[config.mk]
export PLATFORM = sky130hd
export DESIGN_NAME = out_channel_drain
export DESIGN_NICKNAME = d
export VERILOG_FILES = /design/src/rtl/out_channel_pkg.sv /design/src/rtl/out_ring.sv /design/src/rtl/out_channel_drain.sv
export SDC_FILE = /design/constraint.sdc
export NUM_CORES = 1
export LEC_CHECK = 0
export CAP_MARGIN = 20
export CORE_ASPECT_RATIO = 1.75
export CORE_MARGIN = 2
export CORE_UTILIZATION = 54
export CTS_CLUSTER_DIAMETER = 150
export CTS_CLUSTER_SIZE = 16
export DETAILED_ROUTE_END_ITERATION = 6
export PLACE_DENSITY = 0.73
export SLEW_MARGIN = 20
export SYNTH_ARGS = -nofsm -noshare
export SYNTH_HDL_FRONTEND = slang
export SYNTH_HIERARCHICAL = 1
export SYNTH_SLANG_ARGS = --single-unit
[constraint.sdc]
create_clock -name clock -period 3 [get_ports clock]
set_input_delay 0.45 -clock clock [delete_from_list [all_inputs] [get_ports clock]]
set_output_delay 0.45 -clock clock [all_outputs]
set_load 0.01 [all_outputs]
[src/rtl/out_channel_pkg.sv]
// Shared types and width helpers for the out-channel drain stage.
package out_channel_pkg;

   typedef enum logic [1:0] {
      RUN,
      FLUSH,
      DONE
   } drainStateT;

   localparam int DefaultWidth = 12;
   localparam int DefaultNOut  = 100;

   // Pointer width for a buffer of n words (at least 1 bit).
   function automatic int ptrWidth(input int n);
      return (n <= 2) ? 1 : $clog2(n);
   endfunction

   // Width able to hold the values 0..n.
   function automatic int cntWidth(input int n);
      return $clog2(n + 1);
   endfunction

endpackage

[src/rtl/out_ring.sv]
// Circular buffer with overwrite-on-full for the out channel.
module out_ring
   import out_channel_pkg::*;
#(
   parameter int MemoryElementWidth = DefaultWidth,
   parameter int NOut               = DefaultNOut,
   localparam int PtrW              = ptrWidth(NOut),
   localparam int CntW              = cntWidth(NOut)
) (
   input  logic                          clock,
   input  logic                          reset,
   input  logic                          wrEn,
   input  logic [MemoryElementWidth-1:0] wrData,
   input  logic                          rdEn,
   output logic [MemoryElementWidth-1:0] rdData,
   output logic [CntW-1:0]               count,
   output logic                          empty,
   output logic                          full,
   output logic                          overwrite
);

   localparam logic [PtrW-1:0] LastPtr = PtrW'(NOut - 1);

   logic [MemoryElementWidth-1:0] mem [NOut];
   logic [PtrW-1:0]               wr;
   logic [PtrW-1:0]               rd;
   logic                          rdGo;

   function automatic logic [PtrW-1:0] nextPtr(input logic [PtrW-1:0] p);
      return (p == LastPtr) ? '0 : p + PtrW'(1);
   endfunction

   assign empty  = (count == '0);
   assign full   = (count == CntW'(NOut));
   assign rdGo   = rdEn && !empty;
   // A full write with no read drops the oldest word; a read in the same cycle frees the slot instead.
   assign overwrite = wrEn && full && !rdGo;
   assign rdData = mem[rd];

   // Pointer and occupancy tracking.
   always_ff @(posedge clock or negedge reset) begin
      if (!reset) begin
         wr    <= '0;
         rd    <= '0;
         count <= '0;
      end else begin
         if (wrEn) wr <= nextPtr(wr);
         if (rdGo || overwrite) rd <= nextPtr(rd);
         if (wrEn && !rdGo && !full) count <= count + CntW'(1);
         else if (rdGo && !wrEn)     count <= count - CntW'(1);
      end
   end

   // Storage array; contents deliberately survive reset.
   always_ff @(posedge clock) begin
      if (wrEn) mem[wr] <= wrData;
   end

endmodule

[src/rtl/out_channel_drain.sv]
// Captures out-instruction values and streams them to a consumer, flushing on finish.
module out_channel_drain
   import out_channel_pkg::*;
#(
   parameter int MemoryElementWidth = DefaultWidth,
   parameter int NOut               = DefaultNOut
) (
   input  logic                          clock,
   input  logic                          reset,
   input  logic                          outValid,
   input  logic [MemoryElementWidth-1:0] outData,
   input  logic                          finished,
   output logic                          drainValid,
   output logic [MemoryElementWidth-1:0] drainData,
   input  logic                          drainReady,
   output logic [cntWidth(NOut)-1:0]     count,
   output logic                          overflow,
   output logic                          lateWrite,
   output logic                          drained
);

   localparam int CntW = cntWidth(NOut);

   drainStateT stateQ;
   drainStateT stateD;
   logic       wrEn;
   logic       rdGo;
   logic       empty;
   logic       full;
   logic       overwrite;
   logic       willEmpty;

   assign wrEn       = outValid && (stateQ == RUN);
   assign drainValid = !empty;
   assign rdGo       = drainValid && drainReady;
   assign drained    = (stateQ == DONE);
   // Occupancy after this edge is zero: lets DONE be reached on the same edge as the last read.
   assign willEmpty  = !wrEn && ((count == '0) || ((count == CntW'(1)) && rdGo));

   out_ring #(
      .MemoryElementWidth(MemoryElementWidth),
      .NOut              (NOut)
   ) ring (
      .clock    (clock),
      .reset    (reset),
      .wrEn     (wrEn),
      .wrData   (outData),
      .rdEn     (rdGo),
      .rdData   (drainData),
      .count    (count),
      .empty    (empty),
      .full     (full),
      .overwrite(overwrite)
   );

   // State register.
   always_ff @(posedge clock or negedge reset) begin
      if (!reset) stateQ <= RUN;
      else        stateQ <= stateD;
   end

   // Next-state logic for RUN -> FLUSH -> DONE.
   always_comb begin
      stateD = stateQ;
      unique case (stateQ)
         RUN:     if (finished) stateD = willEmpty ? DONE : FLUSH;
         FLUSH:   if (willEmpty) stateD = DONE;
         DONE:    stateD = DONE;
         default: stateD = RUN;
      endcase
   end

   // Sticky error flags.
   always_ff @(posedge clock or negedge reset) begin
      if (!reset) begin
         overflow  <= 1'b0;
         lateWrite <= 1'b0;
      end else begin
         if (overwrite) overflow <= 1'b1;
         if (outValid && (stateQ != RUN)) lateWrite <= 1'b1;
      end
   end

endmodule

### After elaboration in Yosys (flattened, before gate mapping)

Memory sizes are Yosys's and may differ from the RTL's.
Index checks and enable logic that the tools add are counted.
W data, S select, Z words.

* register bits after elaboration: 25
* bits in writable memories: 1200
* output and inout bits: 23
* memories kept: 1

Memories
* ring.mem: words 100, bits a word 12, rd ports 1, clocked after memory_dff 0, write ports 1, line out_ring.sv:24 `logic [MemoryElementWidth-1:0] mem [NOut];`

* add/subtract/negate cells: 4
* equal/unequal tests: 8
* muxes and demuxes: 10
* reductions and logical operators: 22

Operators with widths (count)
* $mux W7: 4
* $add A7 B1 Y7 const B: 3
* $eq A7 B7 Y1 const B: 3
* $logic_and A1 B1 Y1: 11
* $eq A7 B1 Y1 const B: 1
* $logic_not A7 Y1: 1
* $sub A7 B1 Y7 const B: 1
* $mux W2: 3
* $pmux W2 S3: 1
* $logic_not A1 Y1: 4
* $ne A2 B2 Y1 const B: 2
* $reduce_bool A2 Y1: 2
* $eq A2 B1 Y1 const B: 1
* $eq A2 B2 Y1 const B: 1
* $logic_not A2 Y1: 1
* $logic_or A1 B1 Y1: 2
* $mux W1: 2
* $reduce_and A2 Y1: 1

### Depth between registers and ports, before layout

* depth in word-level cells: 9
* mapped depth: 14

### Cells and area by module

Netlist, hierarchy kept.

Modules (own cells, without submodules)
* out_ring: instances 1, cells an instance 2319, area each 47677.0 µm², seq. area each 36560.1 µm²
* out_channel_drain: instances 1, cells an instance 27, area each 299.0 µm², seq. area each 100.1 µm²

### Least setup slack after synthesis

Ideal clock, no wire load.

* path type: reg-to-reg
* from: register ring.count[0]
* to: register ring.count[5]
* setup time: 128 ps
* arrival time: 2818 ps
* data required time: 2872 ps
* setup slack: 54 ps
* stages on the path, launching flop included: 14
* path buffers: 0
* period minus slack after synthesis: 2946 ps
* cell sequence: dfrtp_1 -> nor4_1 -> nand2_1 -> nor2_1 -> nor2b_1 -> o21ai_1 -> nand3_1 -> ha_1 -> a21oi_1 -> nand2_1 -> a21o_1 -> a21oi_1 -> xnor2_1 -> mux2_1

* longest elaborated chain between the ends: 8
* elaborated cells on any way between the ends: 15

RTL lines
* start, declared: line out_ring.sv:16 `output logic [CntW-1:0] count,`
* start signal, assigned: line out_ring.sv:49 `if (wrEn && !rdGo && !full) count <= count + CntW'(1);`
* start signal, assigned: line out_ring.sv:50 `else if (rdGo && !wrEn) count <= count - CntW'(1);`
* $logic_not A7 Y1 *: line out_ring.sv:33 `assign empty = (count == '0);`
* via empty: line out_channel_drain.sv:28 `logic empty;`
* $logic_not A1 Y1 *: line out_channel_drain.sv:34 `assign drainValid = !empty;`
* $logic_and A1 B1 Y1 *: line out_channel_drain.sv:35 `assign rdGo = drainValid && drainReady;`
* via rdGo: line out_channel_drain.sv:27 `logic rdGo;`
* $logic_and A1 B1 Y1 *: line out_ring.sv:35 `assign rdGo = rdEn && !empty;`
* $logic_not A1 Y1: line out_ring.sv:49
* $logic_and A1 B1 Y1 (2 in series): line out_ring.sv:49
* $mux W7 / $reduce_bool A2 Y1 (equally long branches)

Mark *: on every way through the listed nets, which the timed path passes. The rest lies on a longest branch. The select of a mux whose other input is x is not followed.
A chain may end at the register's enable or synchronous reset.

### Worst setup path after layout

* from: register ring.rd[0]
* to: output drainData[10]

* longest elaborated chain between the ends: 1

RTL lines
* start, declared: line out_ring.sv:26 `logic [PtrW-1:0] rd;`
* start signal, assigned: line out_ring.sv:48 `if (rdGo || overwrite) rd <= nextPtr(rd);`
* $mem_v2 Z100 W12
* end, declared: line out_channel_drain.sv:14 `output logic [MemoryElementWidth-1:0] drainData,`

Every way passes these cells.

==> summary.md <==
| Metric | Value |
|---|---|
| Run status | `complete, but fails checks` |
| Violated checks | `setup timing` |
| Number of warnings issued by yosys | `6` |
| Part of the total power dissipated in sequential elements | `38.4%` |
| Ratio of cells with drive above 1 in the final layout | `32.7%` |
| Antenna violations before repair | `0` |
| Number of library cell types mapped by synthesis | `61` |
| Post-Syn Instances | `2346` |
| Hold Fails Final Rpt | `0` |
| Number of cell instances on the worst register-to-register path | `14` |
| Max Slew Vio Count | `0` |
| Die Span X | `229 um` |
| CP max stage cell | `dfrtp_4` |
| Flops & latches, synth | `1225` |
| Sequential cell area fraction in the yosys report | `76.4%` |
| FFs w/ async S/R, synth | `2.04%` |
| Setup crit end kind | `output port` |
| IR Drop Worst-Case VDD | `522 uV` |
| Total global routing overflow | `0` |
| FF/Latch Area | `36700 um^2` |
| Per-cell routed wire length | `31.0 um` |
| Worst hold slack | `0.0345 ns` |
| Max-capacitance violation count | `0` |
| Net switching power figure | `16.4 mW` |
| RSZ-0062 raised after global routing | `yes` |
| Antenna viol nets, final | `0` |
| Number of fill cells | `5632` |
| Cell internal pwr | `34.2 mW` |
| Slew @ Worst Pin | `1.07 ns` |
| Worst hold-check path type | `in -> reg` |
| First-iteration detailed-routing DRC count | `2922` |
| Vias/cell | `6.38` |
| Clock tree from TritonCTS | `built` |
| H-tree depth | `3` |
| Worst rel slew slack | `28.5%` |
| Critical path peak fanout | `8` |
| Pre-CTS setup slack | `-0.602 ns` |
| Maximum number of pins on one net before global-route repair | `101` |
| Relative contribution of combinational cells to total power | `40.1%` |
| Leading cell types by total area after synthesis | `edfxtp_1, mux4_2, mux2i_1` |
| Leakage component of the power | `18.5 nW` |
| Detailed Place HPWL | `77.1 mm` |
| CP peak stage delay | `0.52 ns` |
| Total of hold buffers inserted after clock tree synthesis | `0` |
| GR Util All Layers | `27.2%` |
| Buffer levels on the longest clock path | `3` |
| Achievable frequency | `268 MHz` |
| Final Power | `50.5 mW` |
| Area overhead of the layout relative to synthesis | `17.4%` |
| First-pass GRT wire length | `177 mm` |
| Clock net sink count | `1225` |
| Biggest area consumer among synthesized cells | `edfxtp_1` |
| Net switching fraction of the power | `32.4%` |
| Final setup violation count | `12` |
| Register-to-register setup slack | `0.16 ns` |
| Core area | `88100 um^2` |
| Final critical-path required period | `3.73 ns` |
| Clock root buffer master | `clkbuf_16` |
| CP Class | `reg -> out` |
| Clock group share of total power | `21.5%` |
| Reg2reg end | `ring/count[5]$_DFFE_PN0P_` |
| Cell family with most CP delay | `buffers and inverters` |
| CTS buffer count | `86` |
| Post-synthesis net count | `2376` |
| Input/output buffers | `39` |
| Final weighted congestion of routability-driven global placement | `0.899` |
| Multi-input gate area in the final layout | `11200 um^2` |
| Post-synthesis area per instance | `20.5 um^2` |
| Post-CTS clock slew at the launch and capture registers of the worst setup and hold paths | `0.07 ns` |
| Nature of the critical path startpoint | `flop` |
| Chip Height | `398 um` |
| Area share of the largest cell type after synthesis | `75.1%` |
| Post-synth EDFFs | `1200` |
| Final worst setup slack | `-0.729 ns` |
| Summed instance area of the synthesized netlist | `48000 um^2` |
| Skew final | `0.0225 ns` |
| Wire length after detailed routing | `123 mm` |
| Die outline area | `91300 um^2` |
| IO Pins | `40` |
| Most common flop cell mapped by yosys | `edfxtp_1` |
| WHS Endpoint | `ring/mem[23][5]$_DFFE_PP_` |
| Iteration count of the initial detailed-routing pass | `5` |
| Initial core utilization | `54.5%` |
| Fin crit share | `124%` |
| Data arrival at the endpoint of the critical path | `3.28 ns` |
| Required time at the worst-slack endpoint | `2.55 ns` |
| Most common library cell in the layout ignoring fill and taps | `edfxtp_1` |
| Cell area power density | `897 nW/um^2` |
| Clk_lat worst skew | `0.68 ns` |
| Instance count along the most critical hold path | `1` |
| Final #Nets | `2800` |
| Count of buffer and inverter cells on the critical path | `6` |
| Source of the worst hold timing path | `outData[5]` |
| Via count of the routed design | `25.4k` |
| Most used cells in the layout excluding fill and tap cells | `edfxtp_1, buf_4, mux4_2` |
| Vias in the first global route | `26.3k` |
| Origin of the critical flop-to-flop path | `ring/count[1]$_DFFE_PN0P_` |
| Number of rows created at floorplan | `144` |
| Worst-path cell chain | `buf_6, buf_12, buf_12, buf_4, mux4_2, mux2i_1, buf_4, o221ai_4, a311oi_4, a31oi_4, buf_6` |
| Residual DRC | `0` |
| Total inserted antenna cells | `0` |
routing by layer:
layer / vias to the layer above / GRT usage (%) / part of all wire (%)
met4: 0 / 15.0 / 5.9
li1: 10500 / - / -
met2: 1360 / 48.4 / 53
met1: 13300 / 31.6 / 33
met3: 299 / 4.08 / 7.3
met5: - / 0 / 0
worst max path at each step:
stage	startpoint	end	slack (ns)	depth (start not counted)
CTS	ring/rd[0]$_DFFE_PN0P_	drainData[2]	-0.81	9
finish	ring/rd[0]$_DFFE_PN0P_	drainData[10]	-0.73	11
detailed placement	ring/rd[0]$_DFFE_PN0P_	drainData[6]	-0.60	10
floorplan	ring/count[0]$_DFFE_PN0P_	ring/count[5]$_DFFE_PN0P_	0.05	13
global route	ring/rd[0]$_DFFE_PN0P_	drainData[10]	-0.76	11
global placement	ring/rd[0]$_DFFE_PN0P_	drainData[6]	-0.63	10
power by group through the flow:
stage               clock network (mW)  logic (mW)  registers [mW]
global placement                     0        16.9            19.7
CTS                               11.0        19.2            19.4
global route                      11.6        20.9            19.4
floorplan                            0        9.38            19.6
finish                            10.9        20.3            19.4
detailed placement                   0        17.2            19.7
per-stage QoR:
stage	instances	utilization [%]	area (um^2)	TNS, ns
3_3_place_gp	3787	59.4	52300	-6.09
4_1_cts	3957	63.3	55800	-8.84
6_report	3977	63.9	56300	-7.51
3_5_place_dp	3787	59.4	52300	-6.48
2_1_floorplan	2346	-	48000	0
5_1_grt	3977	63.9	56300	-8.21
cell type report:
class | count | area share [%]
sequential | 1225 | 65.1
multi-input combinational | 975 | 19.9
timing repair buffer | 465 | 8.04
clock buffer | 122 | 4.17
tap | 1168 | 2.59
inverter | 17 | 0.113
clock inverter | 5 | 0.0778
flip-flops by register name, indices dropped and copies added (netlist names):
signal,cells
lateWrite,1
ring/count,7
overflow,1
ring/rd,7
ring/mem,1200
stateQ,2
ring/wr,7
cell usage after synthesis, drive strengths merged, types with 4 or more instances:
library cell,count
a211oi,22
a21oi,42
a221oi,7
a22o,8
a22oi,28
buf,77
clkbuf,52
dfrtp,25
edfxtp,1200
ha,12
inv,17
mux2,9
mux2i,180
mux4,243
nand2,67
nand3,39
nand3b,5
nand4,6
nor2,129
nor2b,11
nor3,19
o21ai,43
o221ai,19
o22ai,33
or2,4
xnor2,8
cell families after synthesis:
family / Yosys count / synth area share [%]
multiplexers: 432 / 15.4
buffers and inverters: 146 / 1.80
XOR/XNOR: 11 / 0.201
flip-flops: 1225 / 76.4
AND/OR/NAND/NOR: 298 / 2.79
adder cells (fa/ha/maj): 13 / 0.355
AO/OA/AOI/OAI: 221 / 3.07
timing repair:
action | in CTS | in global routing
buffers inserted | 45 | 26
endpoints found under the hold margin | 0 | 0
cloned | 5 | 3
setup endpoints to repair | 14 | 15
pin swaps | 40 | 32
resized for setup | 173 | 95
No activity file was read; power rests on OpenSTA's default activity.
